### src/rtl/mem_port_sequencer.sv
// mem_port_sequencer: shares one memory port between fetch and load/store,
// with alternating-priority arbitration, req/ack handshake and timeout abort.
module mem_port_sequencer #(
  parameter int ADDR_W  = 16,
  parameter int DATA_W  = 16,
  parameter int TMO_CYC = 15
) (
  input  logic              clk,
  input  logic              rst_n,
  input  logic              if_req_i,
  input  logic [ADDR_W-1:0] if_addr_i,
  output logic              if_done_o,
  output logic [DATA_W-1:0] if_rdata_o,
  input  logic              ls_req_i,
  input  logic              ls_we_i,
  input  logic [ADDR_W-1:0] ls_addr_i,
  input  logic [DATA_W-1:0] ls_wdata_i,
  output logic              ls_done_o,
  output logic [DATA_W-1:0] ls_rdata_o,
  output logic              if_err_o,
  output logic              ls_err_o,
  output logic              mem_req_o,
  output logic              mem_we_o,
  output logic [ADDR_W-1:0] mem_addr_o,
  output logic [DATA_W-1:0] mem_wdata_o,
  input  logic              mem_ack_i,
  input  logic [DATA_W-1:0] mem_rdata_i,
  output logic              stall_o
);
  typedef enum logic [1:0] {IDLE, BUSY, RESP} state_t;
  state_t state_q, state_d;
  logic owner_q, owner_d, last_q, last_d;
  logic [7:0] tmo_q, tmo_d;
  logic mem_req_q, mem_req_d, mem_we_q, mem_we_d;
  logic [ADDR_W-1:0] mem_addr_q, mem_addr_d;
  logic [DATA_W-1:0] mem_wdata_q, mem_wdata_d, if_rdata_q, if_rdata_d, ls_rdata_q, ls_rdata_d;
  logic if_done_q, if_done_d, ls_done_q, ls_done_d, if_err_q, if_err_d, ls_err_q, ls_err_d;
  logic gnt_ls, tmo_hit;
  // owner/last: 1 = LS, 0 = IF; IF wins a tie only right after an LS grant
  assign gnt_ls  = ls_req_i & ~(if_req_i & last_q);
  assign tmo_hit = tmo_q == 8'(TMO_CYC - 1);
  always_ff @(posedge clk) begin
    if (!rst_n) begin
      state_q     <= IDLE;
      owner_q     <= 1'b0;
      last_q      <= 1'b0;
      tmo_q       <= '0;
      mem_req_q   <= 1'b0;
      mem_we_q    <= 1'b0;
      mem_addr_q  <= '0;
      mem_wdata_q <= '0;
      if_rdata_q  <= '0;
      ls_rdata_q  <= '0;
      if_done_q   <= 1'b0;
      ls_done_q   <= 1'b0;
      if_err_q    <= 1'b0;
      ls_err_q    <= 1'b0;
    end else begin
      state_q     <= state_d;
      owner_q     <= owner_d;
      last_q      <= last_d;
      tmo_q       <= tmo_d;
      mem_req_q   <= mem_req_d;
      mem_we_q    <= mem_we_d;
      mem_addr_q  <= mem_addr_d;
      mem_wdata_q <= mem_wdata_d;
      if_rdata_q  <= if_rdata_d;
      ls_rdata_q  <= ls_rdata_d;
      if_done_q   <= if_done_d;
      ls_done_q   <= ls_done_d;
      if_err_q    <= if_err_d;
      ls_err_q    <= ls_err_d;
    end
  end
  always_comb
    state_d = state_q == IDLE ? ((if_req_i | ls_req_i) ? BUSY : IDLE) :
              state_q == BUSY ? ((mem_ack_i | tmo_hit) ? RESP : BUSY) : IDLE;
  always_comb begin
    owner_d     = owner_q;
    last_d      = last_q;
    tmo_d       = tmo_q;
    mem_req_d   = mem_req_q;
    mem_we_d    = mem_we_q;
    mem_addr_d  = mem_addr_q;
    mem_wdata_d = mem_wdata_q;
    if_rdata_d  = if_rdata_q;
    ls_rdata_d  = ls_rdata_q;
    if_done_d   = 1'b0;
    ls_done_d   = 1'b0;
    if_err_d    = 1'b0;
    ls_err_d    = 1'b0;
    if (state_q == IDLE && (if_req_i | ls_req_i)) begin
      owner_d     = gnt_ls;
      last_d      = gnt_ls;
      mem_req_d   = 1'b1;
      mem_we_d    = gnt_ls & ls_we_i;
      mem_addr_d  = gnt_ls ? ls_addr_i : if_addr_i;
      mem_wdata_d = ls_wdata_i;
    end else if (state_q == BUSY) begin
      if (mem_ack_i) begin
        mem_req_d  = 1'b0;
        mem_we_d   = 1'b0;
        if_rdata_d = owner_q ? if_rdata_q : mem_rdata_i;
        ls_rdata_d = owner_q ? mem_rdata_i : ls_rdata_q;
        if_done_d  = ~owner_q;
        ls_done_d  = owner_q;
      end else if (tmo_hit) begin
        mem_req_d = 1'b0;
        mem_we_d  = 1'b0;
        if_err_d  = ~owner_q;
        ls_err_d  = owner_q;
      end else
        tmo_d = tmo_q + 8'd1;
    end else if (state_q == RESP)
      tmo_d = '0;
  end
  assign if_done_o   = if_done_q;
  assign ls_done_o   = ls_done_q;
  assign if_err_o    = if_err_q;
  assign ls_err_o    = ls_err_q;
  assign if_rdata_o  = if_rdata_q;
  assign ls_rdata_o  = ls_rdata_q;
  assign mem_req_o   = mem_req_q;
  assign mem_we_o    = mem_we_q;
  assign mem_addr_o  = mem_addr_q;
  assign mem_wdata_o = mem_wdata_q;
  assign stall_o     = (if_req_i & ~if_done_q) | (ls_req_i & ~ls_done_q);
endmodule

### config.mk
export PLATFORM = sky130hd
export DESIGN_NAME = mem_port_sequencer
export DESIGN_NICKNAME = d
export VERILOG_FILES = /design/src/rtl/mem_port_sequencer.sv
export SDC_FILE = /design/constraint.sdc
export NUM_CORES = 1
export LEC_CHECK = 0
export ABC_AREA = 1
export CORE_ASPECT_RATIO = 0.6
export CORE_MARGIN = 3
export CORE_UTILIZATION = 37
export DETAILED_ROUTE_END_ITERATION = 10
export PLACE_DENSITY_LB_ADDON = 0.12
export SLEW_MARGIN = 20
export SYNTH_ARGS = -nofsm -noshare
export SYNTH_HDL_FRONTEND = slang
export SYNTH_SLANG_ARGS = --single-unit
### constraint.sdc
create_clock -name clk -period 1.5 [get_ports clk]
set_input_delay 0.3 -clock clk [delete_from_list [all_inputs] [get_ports clk]]
set_output_delay 0.3 -clock clk [all_outputs]
set_load 0.02 [all_outputs]
==> results of run 1 <==
[layout by cell type, fill, tap and decap left out, types with 2 or more instances in the layout]
cell	netlist	layout
buf_8	0	2
dfxtp_1	81	81
buf_6	3	3
inv_2	2	3
dlygate4sd2_1	0	71
nor4_1	2	2
inv_1	34	32
nor2_1	107	106
nand2_1	28	28
buf_4	2	15
ha_2	0	2
clkbuf_16	0	9
buf_12	0	4
nand3_1	25	25
o31ai_2	8	8
nand4_1	5	5
clkdlybuf4s50_1	0	66
clkbuf_8	0	3
o31ai_1	9	9
clkbuf_1	6	2
a21oi_1	21	21
o21ai_0	43	39
ha_1	4	2
nand4_4	1	2
o21ai_1	13	17
[logic make-up (layout without fill, tap and decap cells)]
group	count (synthesis)	count (layout)	synth area share
buf+inv	59	216	0.0815
simple gates	176	176	0.233
flops	81	81	0.491
fa+ha+maj	4	4	0.0152
compound gates	98	98	0.179
[repair_timing]
action,CTS,global route
resized for setup,82,14
setup endpoints to repair,107,64
buffers inserted,0,1
pin swaps,0,1
hold buffers,0,0
[power by group]
group | switching [mW] | internal (mW) | total (mW)
Sequential | 0.0725 | 2.29 | 2.36
Combinational | 0.575 | 0.491 | 1.07
Clock | 0.833 | 1.42 | 2.26
Total | 1.48 | 4.20 | 5.68
[metal layers]
metal,global-route usage,vias to the layer above
li1,-,1683
met1,0.243,1465
met2,0.268,132
met3,0.0874,12
met4,0.0794,0
met5,0,-
[registers in the layout (all words and copies together), names as in the netlist]
signal	flops
if_rdata_o	16
ls_rdata_o	16
mem_addr_o	16
mem_wdata_o	16
tmo_q	8
state_q	2
if_done_o	1
if_err_o	1
last_q	1
ls_done_o	1
ls_err_o	1
mem_req_o	1
mem_we_o	1
[worst max path at each step]
stage	start	to	slack [ns]	depth (start not counted)
floorplan	state_q[0]	ls_rdata_o[0]	0.16	8
global route	state_q[1]	mem_addr_o[1]	0.001	7
detailed placement	if_req_i	if_rdata_o[4]	-0.37	7
global placement	if_req_i	if_rdata_o[5]	-0.35	7
finish	state_q[1]	state_q[0]	0.09	6
CTS	state_q[0]	if_rdata_o[14]	0.002	8
[final cells by class]
| class | instances | share of cell area |
|---|---|---|
| Clock inverter | 2 | 0.00670 |
| Clock buffer | 14 | 0.0524 |
| Sequential cell | 81 | 0.310 |
| Multi-Input combinational cell | 278 | 0.278 |
| Timing Repair Buffer | 163 | 0.298 |
| Tap cell | 108 | 0.0258 |
| Inverter | 37 | 0.0290 |
[metrics by stage]
stage,worst slack [ns],cells,setup TNS (ns),hold WS (ns)
after detailed placement,-0.369,666,-19.49,0.433
final,0.0854,683,0,0.340
after global placement,-0.349,666,-18.47,0.432
after CTS,0.00154,682,0,0.330
after global routing,0.000970,683,0,0.343
after floorplan,0.161,418,0,0.378
[synth_stat cells, types with 2 or more instances]
master    instances
nor4_1            2
ha_1              4
o31ai_2           8
buf_4             2
nand4_1           5
inv_2             2
a21oi_1          21
inv_1            34
o22ai_1           2
o21ai_0          43
o31ai_1           9
buf_2             9
clkbuf_1          6
o21ai_1          13
nand3_1          25
nor2_1          107
nand3_2           2
buf_6             3
nand2_1          28
dfxtp_1          81
[worst reg2reg max path, stage by stage, from the launching register on]
cell and delay (ns):
dfxtp_1 0.30, inv_1 0.08, ha_2 0.23, buf_4 0.14, nand2_1 0.08, or2_2 0.30
o31ai_1 0.21
==> qor.txt, run 1 <==
Final setup fails: 0
Via count: 3,292
Netlist Area Pre-Place: 0.00330 sq mm
Largest cells by area after synthesis: dfxtp_1 49%, nor2_1 12%, o21ai_0 6.5%
CTS tree: yes
Initial Utilization: 0.400
Die area: 0.0101 sq mm
Core Box Area: 0.00826 sq mm
CP Max Fanout: 4
Die width: 128 um
Hold crit path type: primary input to register
PD cells: 1090 mW/mm^2
RSZ-0062 raised after global routing: false
Clk sink count: 81
Rel. slew slack: 0.782
Register area share after synthesis: 0.491
Worst path required time: 1.76 ns
Detailed route wirelength on metal3: 1150 um
Core Util, Final: 0.633
Placed Area: 0.00492 sq mm
Slowest-stage cell, CP: dfxtp_1
Dominant cell type by area after synthesis: dfxtp_1
Synth cell types: 32
Outcome: completed
Max Transition Viols Final: 0
Share of layout cells above drive strength 1: 0.113
Post-DP HPWL: 7040 um
Cell area after layout: 0.00523 sq mm
Final net count: 644
Worst path cell trace: inv_1, ha_2, buf_4, nand2_1, or2_2, o31ai_1
Crit-path max cell delay: 0.30 ns
Pin count of the biggest net entering global routing: 39
Hold depth: 3
CP Buf/Inv Count: 2
R2R cell count: 6
Routed Wire Length: 9440 um
Final hold viol count: 0
CTS Buf Count: 9
Tcrit/Tclk final: 0.943
Multi-input gate area: 0.00146 sq mm
Hold EP: if_err_o
Total congestion overflow: 0
Clk buf depth: 2
Via density: 4.82
Max Used Layer: met4
H-tree depth: 3
Worst R2R Start: state_q[1]
DRT Pass-1 Iters: 4
IO Pins: 141
Top_reg_cell synth: dfxtp_1
Share of the synthesized area in the top cell type: 0.491
Diode count: 0
First-pass GRT wire length: 14,800 um
Routed len/inst: 13.8 um
CP Capture Type: register
Worst-Margin Slew: 0.327 ns
Worst clock skew: 0.00399 ns
FF-to-FF End: state_q[0]
Count of input and output buffers: 140
Clock Root Buffer: clkbuf_16
Total design power: 5.68 mW
CP arrival: 1.67 ns
Max Freq: 707 MHz
DR iter-0 viols: 149
Std cell rows: 25
Wl on met1: 4240 um
Register area: 0.00162 sq mm
Synth Warn #: 0
HP Start: rst_n
Ys async rst share: 0
Max cap viols: 0
Post-synthesis net count: 492
Max rail drop VDD: 0.567 mV
# DRC: 0
Area grow syn2layout: 58.5%
Die Ht: 79.1 um
Clk slew on worst S/H paths: 0.06 ns
Post-Synthesis Cells: 418
Vias in the first global route: 3,009
Initial antenna violation count: 0
Post-DRT Antenna Nets: 0
Synthesized area per cell: 7.89 sq um
Filler cells: 763
Nature of the critical path startpoint: register
Tmin final: 1.41 ns
Flops & latches, synth: 81
Met2 wire length: 3890 um
Skew-Pair Late Insertion Delay: 0.34 ns
Post-synth EDFFs: 0
Lkg Pwr: 2.34 nW
Total track usage: 0.188
Top Family by Delay on Critical Path: simple AND/OR/NAND/NOR gates
Gp weighted congestion: 0.860
R2R setup slack: 0.09 ns
Crit Path Category: register to register
Note: power is estimated with default switching activity, not from simulation.
==> inputs of run 2 (changes only) <==
--- a/config.mk
+++ b/config.mk
@@ -7,10 +7,10 @@
 export LEC_CHECK = 0
 export ABC_AREA = 1
 export CORE_ASPECT_RATIO = 0.6
-export CORE_MARGIN = 3
 export CORE_UTILIZATION = 37
 export DETAILED_ROUTE_END_ITERATION = 10
 export PLACE_DENSITY_LB_ADDON = 0.12
+export RECOVER_POWER = 50
 export SLEW_MARGIN = 20
 export SYNTH_ARGS = -nofsm -noshare
 export SYNTH_HDL_FRONTEND = slang
==> qor.txt, run 2 (synthesized netlist as in run 1, its figures left out) <==
Die Ht: 75.1 um
Clock Root Buffer: clkbuf_16
Die width: 124 um
Total design power: 5.71 mW
Initial Utilization: 0.384
Max rail drop VDD: 0.613 mV
Rel. slew slack: 0.715
Most frequent cells in the layout: 106 x nor2_1, 80 x dfxtp_1, 70 x dlygate4sd2_1, 65 x clkdlybuf4s50_1, 39 x o21ai_0
Routed len/inst: 14.1 um
Tmin final: 1.50 ns
Post-DRT Antenna Nets: 0
Worst clock skew: 0.00391 ns
Tcrit/Tclk final: 0.999
Pin count of the biggest net entering global routing: 40
Final net count: 650
Total track usage: 0.197
Routed Wire Length: 9770 um
CTS Buf Count: 9
Vias in the first global route: 2,989
Final setup fails: 0
Nature of the critical path startpoint: register
H-tree depth: 3
Max Transition Viols Final: 0
Max Freq: 668 MHz
Worst-Margin Slew: 0.428 ns
Hold crit path type: primary input to register
Count of input and output buffers: 140
Crit-path max cell delay: 0.34 ns
Diode count: 0
# DRC: 0
Clk slew on worst S/H paths: 0.06 ns
CP Max Fanout: 8
Area grow syn2layout: 63.5%
CP arrival: 1.72 ns
CTS tree: yes
Outcome: completed
Crit Path Category: register to register
Core Util, Final: 0.628
Clk buf depth: 2
CP Buf/Inv Count: 3
DR iter-0 viols: 197
Cell area after layout: 0.00540 sq mm
Worst path required time: 1.72 ns
Placed Area: 0.00495 sq mm
Share of layout cells above drive strength 1: 0.149
Via density: 4.84
Clk sink count: 81
Max cap viols: 0
Final hold viol count: 0
RSZ-0062 raised after global routing: true
Top Family by Delay on Critical Path: buffers and inverters
Worst path cell trace: inv_2, ha_4, o21ai_4, buf_6, nand4_4, clkbuf_16, o21ai_2, a21oi_1
Core Box Area: 0.00859 sq mm
Total congestion overflow: 0
CTS Hold Bufs: 0
CP Capture Type: register
Std cell rows: 26
Skew-Pair Late Insertion Delay: 0.34 ns
Post-DP HPWL: 6490 um
Commonest non-fill, non-tap cell in the layout: nor2_1
Slowest-stage cell, CP: dfxtp_2
Gp weighted congestion: 0.839
IO Pins: 141
PD cells: 1060 mW/mm^2
Via count: 3,343
First-pass GRT wire length: 13,800 um
Initial antenna violation count: 0
Lkg Pwr: 2.43 nW
Die area: 0.00931 sq mm
DRT Pass-1 Iters: 5
## run 2: cell types whose count changed in the layout (fill, tap and decap cells not counted), moves of 2 or more
cell	previous run	this run
dlymetal6s2s_1	1	3
o21ai_1	17	1
buf_4	15	17
o21ai_2	0	15
clkbuf_8	3	0
clkbuf_16	9	12
## run 2: worst paths after layout
path                                     start              to  slack [ns]  depth (start not counted)
worst max-delay path                state_q[0]  ls_rdata_o[11]       0.002                          8
worst max register to register      state_q[0]  ls_rdata_o[11]       0.002                          8
worst min register to register  ls_rdata_o[12]  ls_rdata_o[12]        0.44                          2
worst min-delay path                 mem_ack_i      state_q[0]        0.37                          2
## run 2: stage by stage
stage                     worst slack (ns)  TNS (ns)  hold WS, ns  std cells
after global routing               -0.0880    -0.964        0.388        691
final                              0.00221         0        0.372        691
after floorplan                      0.161         0        0.378        418
after CTS                          0.00440         0        0.370        684
after global placement              -0.438    -22.40        0.431        670
after detailed placement            -0.475    -24.64        0.436        670
## run 2: power breakdown
part / total (mW) / switching (mW) / internal, mW / leakage (nW)
logic: 1.10 / 0.590 / 0.505 / 1.62
clock network: 2.26 / 0.825 / 1.43 / 0.148
registers: 2.36 / 0.0703 / 2.29 / 0.663
## run 2: layer usage
layer / GRT usage / wire length, um / vias to the layer above
li1: - / - / 1692
met1: 0.239 / 4380 / 1525
met2: 0.319 / 4370 / 118
met3: 0.0795 / 944 / 8
met4: 0.0675 / 82 / 0
met5: 0 / 0 / -
## run 2: cell type report
cell class              instances  area, sq um
fillers                       776         3190
repair buffers                169         1660
flip-flops and latches         81         1620
multi-input cells             278         1530
clock buffers                  10          229
inverters                      37          144
well taps                     112          140
clock inverters                 4         70.1
## run 2: timing repair
item,CTS,global route
pin swaps,1,2
buffers inserted,0,3
gates cloned,0,4
gates resized for setup,79,33
setup endpoints to repair,119,60
## run 2: worst register-to-register path, cell delays in order, from the launching register on
cell	delay (ns)
dfxtp_2	0.34
inv_2	0.05
ha_4	0.16
o21ai_4	0.11
buf_6	0.15
nand4_4	0.17
clkbuf_16	0.25
o21ai_2	0.10
a21oi_1	0.05
==> inputs of run 3 (changes only) <==
--- a/config.mk
+++ b/config.mk
@@ -9,6 +9,7 @@
 export CORE_ASPECT_RATIO = 0.6
 export CORE_UTILIZATION = 37
 export DETAILED_ROUTE_END_ITERATION = 10
+export GPL_TIMING_DRIVEN = 0
 export PLACE_DENSITY_LB_ADDON = 0.12
 export RECOVER_POWER = 50
 export SLEW_MARGIN = 20
==> qor.txt, run 3 (synthesized netlist as in run 1, its figures left out) <==
Outcome: completed
Max rail drop VDD: 0.617 mV
Via density: 4.82
First-pass GRT wire length: 14,800 um
Skew-Pair Late Insertion Delay: 0.33 ns
Area grow syn2layout: 61.8%
Initial Utilization: 0.384
Most frequent cells in the layout: 106 x nor2_1, 79 x dfxtp_1, 72 x dlygate4sd2_1, 66 x clkdlybuf4s50_1, 41 x o21ai_0
CTS Buf Count: 9
Total track usage: 0.210
Clk buf depth: 2
CTS tree: yes
Clk sink count: 81
Nature of the critical path startpoint: register
Rel. slew slack: 0.612
Post-DP HPWL: 7020 um
Tmin final: 1.50 ns
Tcrit/Tclk final: 0.997
Worst path required time: 1.72 ns
Total congestion overflow: 0
Final hold viol count: 0
Setup TNS: 0 ns
Die area: 0.00931 sq mm
Hold crit path type: register to register
Final net count: 653
Die Ht: 75.1 um
Max Freq: 669 MHz
Std cell rows: 26
Initial antenna violation count: 0
Worst-Margin Slew: 0.583 ns
Vias in the first global route: 2,970
Diode count: 0
CP Capture Type: register
Pin count of the biggest net entering global routing: 14
# DRC: 0
Clk slew on worst S/H paths: 0.06 ns
Register area: 0.00162 sq mm
Clock Root Buffer: clkbuf_16
Routed len/inst: 14.2 um
Routed Wire Length: 9860 um
Multi-input gate area: 0.00148 sq mm
H-tree depth: 3
Core Box Area: 0.00859 sq mm
CTS Hold Bufs: 0
Die width: 124 um
Final setup fails: 0
Post-DRT Antenna Nets: 0
Commonest non-fill, non-tap cell in the layout: nor2_1
DR iter-0 viols: 268
DRT Pass-1 Iters: 4
Via count: 3,358
Worst clock skew: 0.00402 ns
CP Max Fanout: 8
Share of layout cells above drive strength 1: 0.132
Crit Path Category: register to register
Max cap viols: 0
Core Util, Final: 0.622
Gp weighted congestion: 0.845
Count of input and output buffers: 140
Lkg Pwr: 2.40 nW
CP arrival: 1.72 ns
PD cells: 1120 mW/mm^2
IO Pins: 141
Filler cells: 761
Max Transition Viols Final: 0
run 3: metrics by stage:
step / cells / hold WS (ns) / total power, mW / setup WS [ns] / instance area (sq um)
after floorplan: 418 / 0.378 / 2.94 / 0.161 / 3300
after global placement: 670 / 0.433 / 3.48 / -0.509 / 4840
after detailed placement: 670 / 0.436 / 3.50 / -0.542 / 4840
after CTS: 689 / 0.443 / 6.00 / 0.000693 / 5180
after global routing: 696 / 0.459 / 6.24 / -0.0522 / 5340
final: 696 / 0.440 / 5.99 / 0.00417 / 5340
run 3: worst max-delay path, cell delays in order, from the launching register on:
cell,delay (ns)
dfxtp_2,0.33
inv_1,0.06
ha_4,0.17
o21ai_4,0.06
buf_6,0.16
nand4_4,0.19
clkbuf_16,0.24
o21ai_1,0.12
a21oi_1,0.05
run 3: what timing repair did:
item | in CTS | in global routing
resized for setup | 94 | 26
gates cloned | 0 | 3
buffers inserted | 3 | 4
pin swaps | 2 | 2
setup endpoints to repair | 122 | 77
run 3: final timing paths:
check / from / to / slack, ns / cells past startpoint
worst max-delay path: state_q[0] / ls_rdata_o[2] / 0.004 / 8
worst min-delay path: ls_rdata_o[2] / ls_rdata_o[2] / 0.44 / 2
worst max register to register: state_q[0] / ls_rdata_o[2] / 0.004 / 8
worst min register to register: ls_rdata_o[2] / ls_rdata_o[2] / 0.44 / 2
run 3: power breakdown:
group	switching [mW]	internal, mW
clock network	0.834	1.72
registers	0.0686	2.29
logic	0.589	0.491
total	1.49	4.50
run 3: routing by layer:
layer	up-vias	GRT usage	wire length, um
met5	-	0	0
met4	0	0.0608	32
met3	2	0.0621	878
met2	124	0.326	4310
met1	1521	0.284	4640
li1	1711	-	-
run 3: layout make-up:
class | instances | area share
tap | 112 | 0.0262
clock buffer | 12 | 0.0480
clock inverter | 4 | 0.0185
timing repair buffer | 149 | 0.265
buffer | 22 | 0.0335
inverter | 37 | 0.0274
multi-input combinational | 279 | 0.277
sequential | 81 | 0.304
